==> config.mk <==
export PLATFORM = sky130hd
export DESIGN_NAME = ram_stream_reader_flat
export DESIGN_NICKNAME = d
export VERILOG_FILES = /design/src/rtl/ram_stream_reader_if.sv /design/src/rtl/ram_stream_reader.sv /design/src/flat_wrapper.sv
export SDC_FILE = /design/constraint.sdc
export NUM_CORES = 1
export LEC_CHECK = 0
export BUFFER_PORTS_ARGS = -buffer_cell sky130_fd_sc_hd__buf_4
export CAP_MARGIN = 0
export CORE_MARGIN = 2
export CORE_UTILIZATION = 40
export CTS_CLUSTER_SIZE = 8
export DETAILED_ROUTE_END_ITERATION = 7
export PLACE_DENSITY = 0.65
export SKIP_CTS_REPAIR_TIMING = 1
export SYNTH_ARGS = -nofsm -noshare
export SYNTH_HDL_FRONTEND = slang
export SYNTH_SLANG_ARGS = --single-unit
==> constraint.sdc <==
create_clock -name clk -period 3 [get_ports clk]
set_clock_uncertainty 0.15 [all_clocks]
set_input_delay 0.9 -clock clk [delete_from_list [all_inputs] [get_ports clk]]
set_output_delay 0.9 -clock clk [all_outputs]
set_load 0.03 [all_outputs]
==> src/rtl/ram_stream_reader_if.sv <==
// Output word stream of ram_stream_reader: valid/ready handshake with an
// end-of-burst marker.
interface ram_stream_reader_if #(
   parameter int unsigned DATA_WIDTH = 16
);
   logic [DATA_WIDTH-1:0] out_data;
   logic                  out_valid;
   logic                  out_ready;
   logic                  out_last;

   modport master (output out_data, output out_valid, output out_last, input out_ready);
   modport slave  (input out_data, input out_valid, input out_last, output out_ready);
endinterface

==> src/rtl/ram_stream_reader.sv <==
// Burst reader: walks a single-port RAM from base_addr for length words and
// streams them through a small buffer with valid/ready flow control.
module ram_stream_reader #(
   parameter int unsigned ADDR_WIDTH = 10,
   parameter int unsigned DATA_WIDTH = 16,
   parameter int unsigned FIFO_DEPTH = 4
) (
   input  logic                  clk,
   input  logic                  rst_n,
   input  logic                  start,
   input  logic [ADDR_WIDTH-1:0] base_addr,
   input  logic [ADDR_WIDTH:0]   length,
   output logic [ADDR_WIDTH-1:0] ram_a,
   output logic                  ram_we,
   output logic [DATA_WIDTH-1:0] ram_d,
   input  logic [DATA_WIDTH-1:0] ram_q,
   ram_stream_reader_if.master   stream,
   output logic                  busy,
   output logic                  done
);
   localparam int unsigned PW = $clog2(FIFO_DEPTH);

   typedef enum logic [1:0] {IDLE, RUN, DRAIN} state_t;

   state_t                state;
   logic [ADDR_WIDTH:0]   remaining;
   logic                  v1, v2, l1, l2;
   logic                  no_beats;
   logic [DATA_WIDTH:0]   mem [FIFO_DEPTH];
   logic [PW-1:0]         wr_ptr, rd_ptr;
   logic [PW:0]           count;
   logic [PW+1:0]         occupancy;
   logic [DATA_WIDTH:0]   head;
   logic                  pop, issue;

   assign ram_we = 1'b0;
   assign ram_d  = '0;

   assign head             = mem[rd_ptr];
   assign stream.out_valid = (count != '0);
   assign stream.out_data  = stream.out_valid ? head[DATA_WIDTH-1:0] : '0;
   assign stream.out_last  = stream.out_valid & head[DATA_WIDTH];

   // Reserve buffer room for words still in the two-stage RAM pipeline.
   always_comb begin
      pop       = stream.out_valid & stream.out_ready;
      occupancy = {1'b0, count} + (PW+2)'(v1) + (PW+2)'(v2) - (PW+2)'(pop);
      issue     = (state == RUN) && (remaining != '0) &&
                  (occupancy < (PW+2)'(FIFO_DEPTH));
   end

   always_ff @(posedge clk) begin
      if (v2) mem[wr_ptr] <= {l2, ram_q};
   end

   always_ff @(posedge clk or negedge rst_n) begin
      if (!rst_n) begin
         state     <= IDLE;
         ram_a     <= '0;
         remaining <= '0;
         v1        <= 1'b0;
         v2        <= 1'b0;
         l1        <= 1'b0;
         l2        <= 1'b0;
         no_beats  <= 1'b0;
         wr_ptr    <= '0;
         rd_ptr    <= '0;
         count     <= '0;
         busy      <= 1'b0;
         done      <= 1'b0;
      end else begin
         done <= 1'b0;
         v1   <= 1'b0;
         l1   <= 1'b0;
         v2   <= v1;
         l2   <= l1;
         if (v2)  wr_ptr <= wr_ptr + PW'(1);
         if (pop) rd_ptr <= rd_ptr + PW'(1);
         count <= count + (PW+1)'(v2) - (PW+1)'(pop);

         case (state)
            IDLE: begin
               if (start) begin
                  busy     <= 1'b1;
                  no_beats <= (length == '0);
                  if (length != '0) begin
                     // First address goes out on the accepting edge.
                     ram_a     <= base_addr;
                     v1        <= 1'b1;
                     l1        <= (length == (ADDR_WIDTH+1)'(1));
                     remaining <= length - (ADDR_WIDTH+1)'(1);
                     state     <= RUN;
                  end else begin
                     state <= DRAIN;
                  end
               end
            end
            RUN: begin
               if (issue) begin
                  ram_a     <= ram_a + ADDR_WIDTH'(1);
                  v1        <= 1'b1;
                  l1        <= (remaining == (ADDR_WIDTH+1)'(1));
                  remaining <= remaining - (ADDR_WIDTH+1)'(1);
                  if (remaining == (ADDR_WIDTH+1)'(1)) state <= DRAIN;
               end else if (remaining == '0) begin
                  state <= DRAIN;
               end
            end
            DRAIN: begin
               if (no_beats || (pop && stream.out_last)) begin
                  state <= IDLE;
                  busy  <= 1'b0;
                  done  <= 1'b1;
               end
            end
            default: state <= IDLE;
         endcase
      end
   end
endmodule
==> src/flat_wrapper.sv <==
// flat-port wrapper written by rule: the top's interface ports become plain ports
module ram_stream_reader_flat 
#(
   parameter int unsigned ADDR_WIDTH = 10,
   parameter int unsigned DATA_WIDTH = 16,
   parameter int unsigned FIFO_DEPTH = 4
)
  (clk, rst_n, start, base_addr, length, ram_a, ram_we, ram_d, ram_q, busy, done, stream_out_data, stream_out_valid, stream_out_last, stream_out_ready);
  ram_stream_reader_if #(.DATA_WIDTH(DATA_WIDTH)) stream_i ();
  input  logic clk;
  input  logic rst_n;
  input  logic start;
  input  logic [ADDR_WIDTH-1:0] base_addr;
  input  logic [ADDR_WIDTH:0] length;
  output logic [ADDR_WIDTH-1:0] ram_a;
  output logic ram_we;
  output logic [DATA_WIDTH-1:0] ram_d;
  input  logic [DATA_WIDTH-1:0] ram_q;
  output logic busy;
  output logic done;
  output wire logic [$bits(stream_i.out_data)-1:0] stream_out_data;
  output wire logic [$bits(stream_i.out_valid)-1:0] stream_out_valid;
  output wire logic [$bits(stream_i.out_last)-1:0] stream_out_last;
  input wire logic [$bits(stream_i.out_ready)-1:0] stream_out_ready;
  assign stream_out_data = stream_i.out_data;
  assign stream_out_valid = stream_i.out_valid;
  assign stream_out_last = stream_i.out_last;
  assign stream_i.out_ready = stream_out_ready;
  ram_stream_reader #(.ADDR_WIDTH(ADDR_WIDTH), .DATA_WIDTH(DATA_WIDTH), .FIFO_DEPTH(FIFO_DEPTH)) u_core (.clk(clk), .rst_n(rst_n), .start(start), .base_addr(base_addr), .length(length), .ram_a(ram_a), .ram_we(ram_we), .ram_d(ram_d), .ram_q(ram_q), .stream(stream_i), .busy(busy), .done(done));
endmodule
==> results of run 1 <==
layer usage:
| metal | vias up | wire length, µm | track usage |
|---|---|---|---|
| met5 | - | 0 | 0 |
| met4 | 0 | 97 | 0.0510 |
| met3 | 8 | 479 | 0.0304 |
| met2 | 79 | 5200 | 0.259 |
| met1 | 1679 | 4580 | 0.218 |
| li1 | 1597 | - | - |
metrics by stage:
stage	hold slack (ns)	cell area (µm²)	instances	TNS [ns]	setup WS, ns
final	0.200	6350	661	0	0.0690
after global routing	0.206	6350	661	-0.259	-0.0404
after CTS	0.202	6280	656	0	0.0576
after detailed placement	0.187	5970	640	-2.59	-0.185
after global placement	0.184	5970	640	-1.72	-0.151
after floorplan	0.181	5230	405	-0.801	-0.0803
power by group:
group	leakage [µW]	switching (µW)	total, µW	internal [µW]
combinational	0.00131	1810	3370	1560
sequential	0.00106	309	2260	1950
clock	0.000147	488	1220	730
total	0.00252	2610	6840	4230
registers in the layout, summed over array words and instances (netlist names):
name              flops
u_core.no_beats       1
u_core.done           1
u_core.l2             1
u_core.state          2
u_core.ram_a         10
u_core.v2             1
u_core.v1             1
u_core.count          3
u_core.remaining     11
u_core.l1             1
u_core.wr_ptr         2
u_core.rd_ptr         2
u_core.busy           1
u_core.mem           68
area by class of cell:
| type | count | area (µm²) | share of cell area |
|---|---|---|---|
| clock inverter | 5 | 80.1 | 0.0126 |
| sequential | 105 | 2970 | 0.468 |
| clock buffer | 11 | 233 | 0.0367 |
| tap | 172 | 215 | 0.0339 |
| inverter | 21 | 86.3 | 0.0136 |
| timing repair buffer | 101 | 771 | 0.121 |
| multi-input combinational | 246 | 1990 | 0.314 |
final timing paths:
check,end,from,cells after the start
max in group asynchronous,u_core.rd_ptr[1],rst_n,1
worst max-delay path,u_core.ram_a[3],u_core.count[0],11
min in group asynchronous,u_core.ram_a[8],rst_n,1
worst min register to register,u_core.l2,u_core.l1,0
worst max register to register,u_core.ram_a[3],u_core.count[0],11
worst min-delay path,u_core.l2,u_core.l1,0
worst max-delay path, stage by stage (launching register included):
cell      delay [ns]
dfrtp_1         0.38
or3_4           0.39
and2_4          0.16
ha_4            0.27
inv_4           0.04
ha_4            0.26
nand3_4         0.07
and3_4          0.17
o31a_1          0.35
nor2_4          0.16
clkinv_4        0.12
mux2_4          0.30
layout by cell type, fill, tap and decap left out, types with 7 or more instances in the layout:
master     Yosys  routed
conb_1         1      17
o21ai_0       14      14
mux4_2        17      17
xor2_1         7       7
nand3_1       10       9
ha_1          14      12
dfrtp_1       37      37
nor3_1         9       9
xnor2_1       10      10
a21oi_1       15      13
inv_1         20      19
nand2_1       26      26
nor2_1        16      16
clkbuf_16      0       9
edfxtp_1      68      68
buf_4         18     100
and2_1        24      23
cell families (layout without fill, tap and decap cells):
group / after synthesis / count (layout)
other: 1 / 17
AND/OR/NAND/NOR: 109 / 109
AO/OA/AOI/OAI: 63 / 63
multiplexers: 25 / 25
adder cells (fa/ha/maj): 15 / 15
XOR/XNOR: 17 / 17
buffers and inverters: 54 / 138
flip-flops: 105 / 105
==> flow_metrics.tcl, run 1 <==
set metrics [dict create \
    cts_tree "built" \
    first_pass_iters 4 \
    dpl.hpwl_mm 7.45 \
    ys_top_cells_by_area "edfxtp_1, dfrtp_1, mux4_2" \
    start_util 0.407 \
    synth_top_flop_cell "edfxtp_1" \
    placementRows 41 \
    ant_nets 0 \
    via_per_inst 5.09 \
    chipWidth_um 117 \
    grt_max_degree 38 \
    slew_viol_final 0 \
    arrival_ns 3.00 \
    endpoint_kind "register" \
    synth-edff-count 68 \
    cts_root_buf "clkbuf_16" \
    synth_top_cells_by_count "edfxtp_1, dfrtp_1, nand2_1, and2_1, inv_1" \
    crit_type "reg -> reg" \
    synth_seq_area_share 0.580 \
    die_h_um 117 \
    coreArea_um2 12600 \
    final_util 0.505 \
    grt_overflow 0 \
    critPathMaxFanout 7 \
    cap_viol_max_count 0 \
    drive_above_1_share 0.317 \
    yosysMostFrequentCell "edfxtp_1" \
    dieArea_um2 13700 \
    cp-start-kind "register" \
    grt_antenna_before_repair 0 \
    h-tree-depth 3 \
    yosysTopAreaCell "edfxtp_1" \
    vdd_drop_max_uv 342 \
    worst_pin_slew_ns 0.703 \
    yosysUniqueCellTypes 56 \
    io_pins 88 \
    fmax_mhz 341 \
    grt_pass1_wl_mm 16.6 \
    n_antenna_cell 0 \
    io_buffer_count 70 \
    clock-sinks 105 \
    status "complete, no violations" \
    setup_viol 0 \
    powerDensity_nw_per_um2 1080 \
    synth_mux_area_frac 0.0964 \
    ys_warn_count 0 \
    synth_fa_ha_area_frac 0.0382 \
    r2r_slack_ns 0.07 \
    leakage_uw 0.00252 \
    synth_top_family_by_area "simple AND/OR/NAND/NOR gates" \
    synth-xor-area-share 0.0291 \
    finalCritPeriodShare 0.977 \
    syn_inst 389 \
    wl_mm 10.4 \
    syn_to_final_growth_pct 24.1 \
    avgRoutedWirePerCell_um 15.7 \
    fin_nets 540 \
    hp-class "reg -> reg" \
    relSlewSlack 0.527 \
    yosys.area_share.simple 0.115 \
    n_fill_cell 1089 \
    post-route-drc-count 0 \
    clock_latency_ns 0.34 \
    finalHoldViolations 0 \
    synth-compound-area-share 0.0856 \
    vias 3363 \
    async_flop_share 0.352 \
    grt_pass1_vias 3231 \
    synth_area_per_cell_um2 13.1 \
    grt_setup_unrepaired "yes" \
    synth_top_area_frac 0.399 \
    grt_usage 0.159 \
    gp_congestion 0.777 \
    ys_ff_latch 105 \
    clk_pin_slew_ns 0.07 \
    required_ns 3.07 \
    finalPower_uw 6840 \
    drt_iter0_markers 187 \
    cts_buffer_depth 2 \
    numCtsBuffers 9 \
    fin_crit_ns 2.93 \
    syn_area_um2 5110 \
]
(Power assumes the default switching activity.)
==> run 2: changes to the inputs <==
--- a/config.mk
+++ b/config.mk
@@ -6,12 +6,13 @@
 export NUM_CORES = 1
 export LEC_CHECK = 0
 export BUFFER_PORTS_ARGS = -buffer_cell sky130_fd_sc_hd__buf_4
-export CAP_MARGIN = 0
+export CAP_MARGIN = 10
 export CORE_MARGIN = 2
-export CORE_UTILIZATION = 40
+export CORE_UTILIZATION = 51
 export CTS_CLUSTER_SIZE = 8
 export DETAILED_ROUTE_END_ITERATION = 7
-export PLACE_DENSITY = 0.65
+export MAX_ROUTING_LAYER = met4
+export PLACE_DENSITY = 0.79
 export SKIP_CTS_REPAIR_TIMING = 1
 export SYNTH_ARGS = -nofsm -noshare
 export SYNTH_HDL_FRONTEND = slang
==> run 2 against run 1 <==
Against the previous run: utilization increased by 13 points; sequential power barely moved; worst setup slack improved by 0.0071 ns; total power down 5.4%; combinational power decreased by 2%; clock power decreased by 24%; sequential cell count is the same; first-iteration DRC count is 19% lower; register-to-register slack better by 0.03 ns; global-route usage is 3.7 points higher.
==> flow_metrics.tcl, run 2 (same netlist as run 1, synthesis figures left out) <==
set metrics [dict create \
    status "complete, no violations" \
    r2r-end "u_core.ram_a[3]" \
    required_ns 1.95 \
    io_pins 88 \
    chipWidth_um 104 \
    r2r_slack_ns 0.10 \
    die_h_um 104 \
    dpl.hpwl_mm 7.31 \
    fmax_mhz 342 \
    grt_antenna_before_repair 0 \
    numCtsBuffers 9 \
    relSlewSlack 0.380 \
    h-tree-depth 3 \
    cts_tree "built" \
    clock-sinks 105 \
    grt_overflow 0 \
    fin_nets 536 \
    avgRoutedWirePerCell_um 16.1 \
    placementRows 36 \
    n_fill_cell 742 \
    clock_latency_ns 0.37 \
    syn_to_final_growth_pct 20.4 \
    dieArea_um2 10800 \
    setup_viol 0 \
    critPathMaxFanout 8 \
    powerDensity_nw_per_um2 1050 \
    design_area_um2 6160 \
    via_per_inst 5.41 \
    fin_crit_ns 2.92 \
    final-seq-area_um2 2970 \
    place_area_um2 5900 \
    reg2reg_from "u_core.count[0]" \
    post-route-drc-count 0 \
    crit_path_start "u_core.rd_ptr[0]" \
    crit_type "reg -> out" \
    ant_nets 0 \
    multi_input_area_um2 1990 \
    leakage_uw 0.00246 \
    io_buffer_count 70 \
    holdWs_ns 0.204 \
    drive_above_1_share 0.320 \
    grt_usage 0.197 \
    finalCritPeriodShare 0.975 \
    max_flop_register "u_core.mem" \
    grt_max_degree 38 \
    rr_worst_depth 11 \
    cts_root_buf "clkbuf_8" \
    wl_mm 9.97 \
    start_util 0.523 \
    grt_pass1_vias 3265 \
    final_cell_mix "buf_4, edfxtp_1, dfrtp_1" \
    vdd_drop_max_uv 446 \
    worst_pin_slew_ns 0.930 \
    clk_pin_slew_ns 0.10 \
    top_regs "u_core.mem x68, u_core.remaining x11, u_core.ram_a x10" \
    n_antenna_cell 0 \
    cp-start-kind "register" \
    finalHoldViolations 0 \
    endpoint_kind "output pin" \
    cp-endpoint "stream_out_data[8]" \
    cap_viol_max_count 0 \
    cts_buffer_depth 2 \
    largest_reg_flops 68 \
    gp_congestion 0.849 \
    grt_pass1_wl_mm 16.3 \
    vias 3342 \
    slew_viol_final 0 \
    drt_iter0_markers 151 \
    layout_commonest_cell "buf_4" \
    first_pass_iters 5 \
    hp-class "reg -> reg" \
    arrival_ns 1.87 \
    coreArea_um2 9770 \
]
## run 2: cell types whose count changed in the layout (fill, tap and decap cells not counted), sizes merged
cell      before  now
inv           20   25
buf          101   97
clkbuf        11    9
bufinv         2    1
clkinv         3    2
clkinvlp       1    0
## run 2: stage by stage
step	power [µW]	setup slack [ns]	setup TNS, ns	cells	util
2_1_floorplan	4490	-0.0803	-0.801	405	-
4_1_cts	6450	-0.0495	-0.357	616	0.625
3_3_place_gp	5410	-0.110	-1.47	600	0.603
5_1_grt	6890	-0.0157	-0.0765	618	0.630
3_5_place_dp	5530	-0.208	-2.89	600	0.603
6_report	6470	0.0761	0	618	0.630
## run 2: per-layer routing
metal	up-vias	track usage	wire, µm
met4	0	0.0608	125
met3	9	0.0320	449
met2	109	0.327	5150
met5	-	-	0
li1	1588	-	-
met1	1636	0.250	4250
## run 2: layout make-up
type,count,area share
clock buffer,9,0.0201
clock inverter,7,0.0150
inverter,21,0.0136
multi-input combinational,246,0.322
sequential,105,0.482
tap,133,0.0270
timing repair buffer,97,0.119
## run 2: critical path: stages, from the launching register on
cell     delay (ns)
dfrtp_2        0.45
buf_6          0.19
mux4_2         0.51
and2_1         0.18
buf_4          0.16
## run 2: power breakdown
| part | leakage [µW] | switching, µW | internal (µW) |
|---|---|---|---|
| combinational | 0.00129 | 1790 | 1510 |
| clock | 0.000109 | 514 | 409 |
| sequential | 0.00106 | 304 | 1950 |
## run 2: worst min-delay path by stage
stage | start | endpoint | cells after the start
2_1_floorplan | u_core.l1 | u_core.l2 | 0
4_1_cts | u_core.l1 | u_core.l2 | 0
5_1_grt | u_core.l1 | u_core.l2 | 0
6_report | u_core.l1 | u_core.l2 | 0
3_3_place_gp | u_core.l1 | u_core.l2 | 0
3_5_place_dp | u_core.l1 | u_core.l2 | 0
==> run 3: changes to the inputs <==
--- a/config.mk
+++ b/config.mk
@@ -8,11 +8,11 @@
 export BUFFER_PORTS_ARGS = -buffer_cell sky130_fd_sc_hd__buf_4
 export CAP_MARGIN = 10
 export CORE_MARGIN = 2
-export CORE_UTILIZATION = 51
+export CORE_UTILIZATION = 55
 export CTS_CLUSTER_SIZE = 8
 export DETAILED_ROUTE_END_ITERATION = 7
 export MAX_ROUTING_LAYER = met4
-export PLACE_DENSITY = 0.79
+export PLACE_DENSITY = 0.81
 export SKIP_CTS_REPAIR_TIMING = 1
 export SYNTH_ARGS = -nofsm -noshare
 export SYNTH_HDL_FRONTEND = slang
==> constraint.sdc (replaced) <==
create_clock -name clk -period 3.8 [get_ports clk]
set_clock_uncertainty 0.15 [all_clocks]
set_input_delay 1.14 -clock clk [delete_from_list [all_inputs] [get_ports clk]]
set_output_delay 1.14 -clock clk [all_outputs]
set_load 0.03 [all_outputs]
==> run 3 against run 2 <==
Against the previous run: largest power group unchanged; utilization up 1.8 points; combinational power down 28%; critical path type is now in -> reg; critical path depth up 7; non-clock buffer count down 19; worst setup slack better by 0.36 ns; sequential share of layout area up 2.1 points.
==> flow_metrics.tcl, run 3 (same netlist as run 1, synthesis figures left out) <==
set metrics [dict create \
    status "complete, no violations" \
    die_h_um 100 \
    gp_congestion 0.812 \
    coreArea_um2 9110 \
    finalCritPeriodShare 0.886 \
    relSlewSlack 0.404 \
    grt_overflow 0 \
    cp-start-kind "input pin" \
    wl_mm 9.73 \
    layout_setup_ws_ns 0.432 \
    ant_nets 0 \
    io_pins 88 \
    h-tree-depth 3 \
    clk_pin_slew_ns 0.11 \
    grt_max_degree 38 \
    cts_root_buf "clkbuf_8" \
    cts_buffer_depth 2 \
    fin_crit_ns 3.37 \
    grt_setup_unrepaired "no" \
    chipWidth_um 100 \
    path_cells "buf_4 -> and2_1 -> ha_1 -> inv_1 -> ha_1 -> nand3_1 -> and4_1 -> o31a_1 -> nor2_4 -> inv_4 -> mux2_4" \
    clock_latency_ns 0.37 \
    fmax_mhz 297 \
    cts_tree "built" \
    worst_pin_slew_ns 0.894 \
    avgRoutedWirePerCell_um 16.9 \
    required_ns 3.91 \
    pwr-share-clk 0.134 \
    arrival_ns 3.48 \
    max_flop_register "u_core.mem" \
    layout_commonest_cell "buf_4" \
    crit_type "in -> reg" \
    setup_viol 0 \
    combPwrFrac 0.493 \
    numCtsBuffers 9 \
    dpl.hpwl_mm 7.01 \
    drive_above_1_share 0.264 \
    tns_ns 0 \
    n_antenna_cell 0 \
    cpMaxStageDelayCell "o31a_1" \
    final_cell_mix "buf_4, edfxtp_1, dfrtp_1" \
    cap_viol_max_count 0 \
    top_regs "u_core.mem x68, u_core.remaining x11, u_core.ram_a x10" \
    via_per_inst 5.69 \
    crit_family "simple AND/OR/NAND/NOR gates" \
    placementRows 35 \
    vdd_drop_max_uv 364 \
    intPower_uw 2840 \
    drt_iter0_markers 154 \
    place_area_um2 5710 \
    endpoint_kind "register" \
    seqPwrFrac 0.373 \
    place_ws_ns 0.0321 \
    swShare 0.412 \
    finalPower_uw 4830 \
    vias 3282 \
    powerDensity_nw_per_um2 819 \
    start_util 0.562 \
    crit_top_cell "ha_1" \
    grt_usage 0.209 \
    crit_buf_inv 3 \
    switchingPower_uw 1990 \
    first_pass_iters 4 \
    io_buffer_count 70 \
    slew_viol_final 0 \
    hp-class "reg -> reg" \
    syn_to_final_growth_pct 15.3 \
    largest_reg_flops 68 \
    final_util 0.648 \
    grt_pass1_wl_mm 15.9 \
    critPathMaxFanout 11 \
    grt_antenna_before_repair 0 \
    finalHoldViolations 0 \
    max_stage_delay_ns 0.36 \
    leakage_uw 0.00235 \
    n_fill_cell 673 \
    fin_nets 517 \
    design_area_um2 5900 \
    clock-sinks 105 \
    post-route-drc-count 0 \
    grt_pass1_vias 3363 \
    dieArea_um2 10100 \
]
## run 3: cell types whose count changed in the layout (fill, tap and decap cells not counted), sizes merged
cell / change
clkbuf: +1
buf: -19
bufinv: -1
## run 3: metal layers
layer,GRT usage,vias up,routed length [µm]
li1,-,1561,-
met1,0.251,1629,3970
met2,0.370,80,5210
met3,0.0286,12,406
met4,0.0622,0,133
met5,-,-,0
## run 3: area by class of cell
class	instances	area [µm²]	share of cell area
clock inverters	6	57.6	0.00976
flip-flops and latches	105	2970	0.503
multi-input cells	246	1930	0.327
well taps	111	139	0.0235
inverters	21	81.3	0.0138
clock buffers	10	128	0.0216
repair buffers	78	598	0.101
## run 3: final timing paths
path	startpoint	to	slack [ns]	cells past startpoint
setup / recovery	stream_out_ready	u_core.ram_a[4]	0.43	11
hold / removal	u_core.l1	u_core.l2	0.21	0
min in group asynchronous	rst_n	u_core.ram_a[1]	0.57	1
setup reg to reg	u_core.count[1]	u_core.ram_a[4]	0.44	11
max in group asynchronous	rst_n	u_core.busy	2.58	1
hold reg to reg	u_core.l1	u_core.l2	0.21	0
## run 3: power groups by stage
stage	combinational (µW)	sequential, µW	clock, µW
floorplan	1660	1840	0
global placement	2330	1810	0
detailed placement	2400	1830	0
CTS	2410	1800	665
global route	2600	1850	707
finish	2380	1800	649
## run 3: through the flow
stage                     hold WS, ns  cells
after floorplan                 0.181    405
after global placement          0.191    561
after detailed placement        0.192    561
after CTS                       0.213    577
after global routing            0.221    577
final                           0.209    577
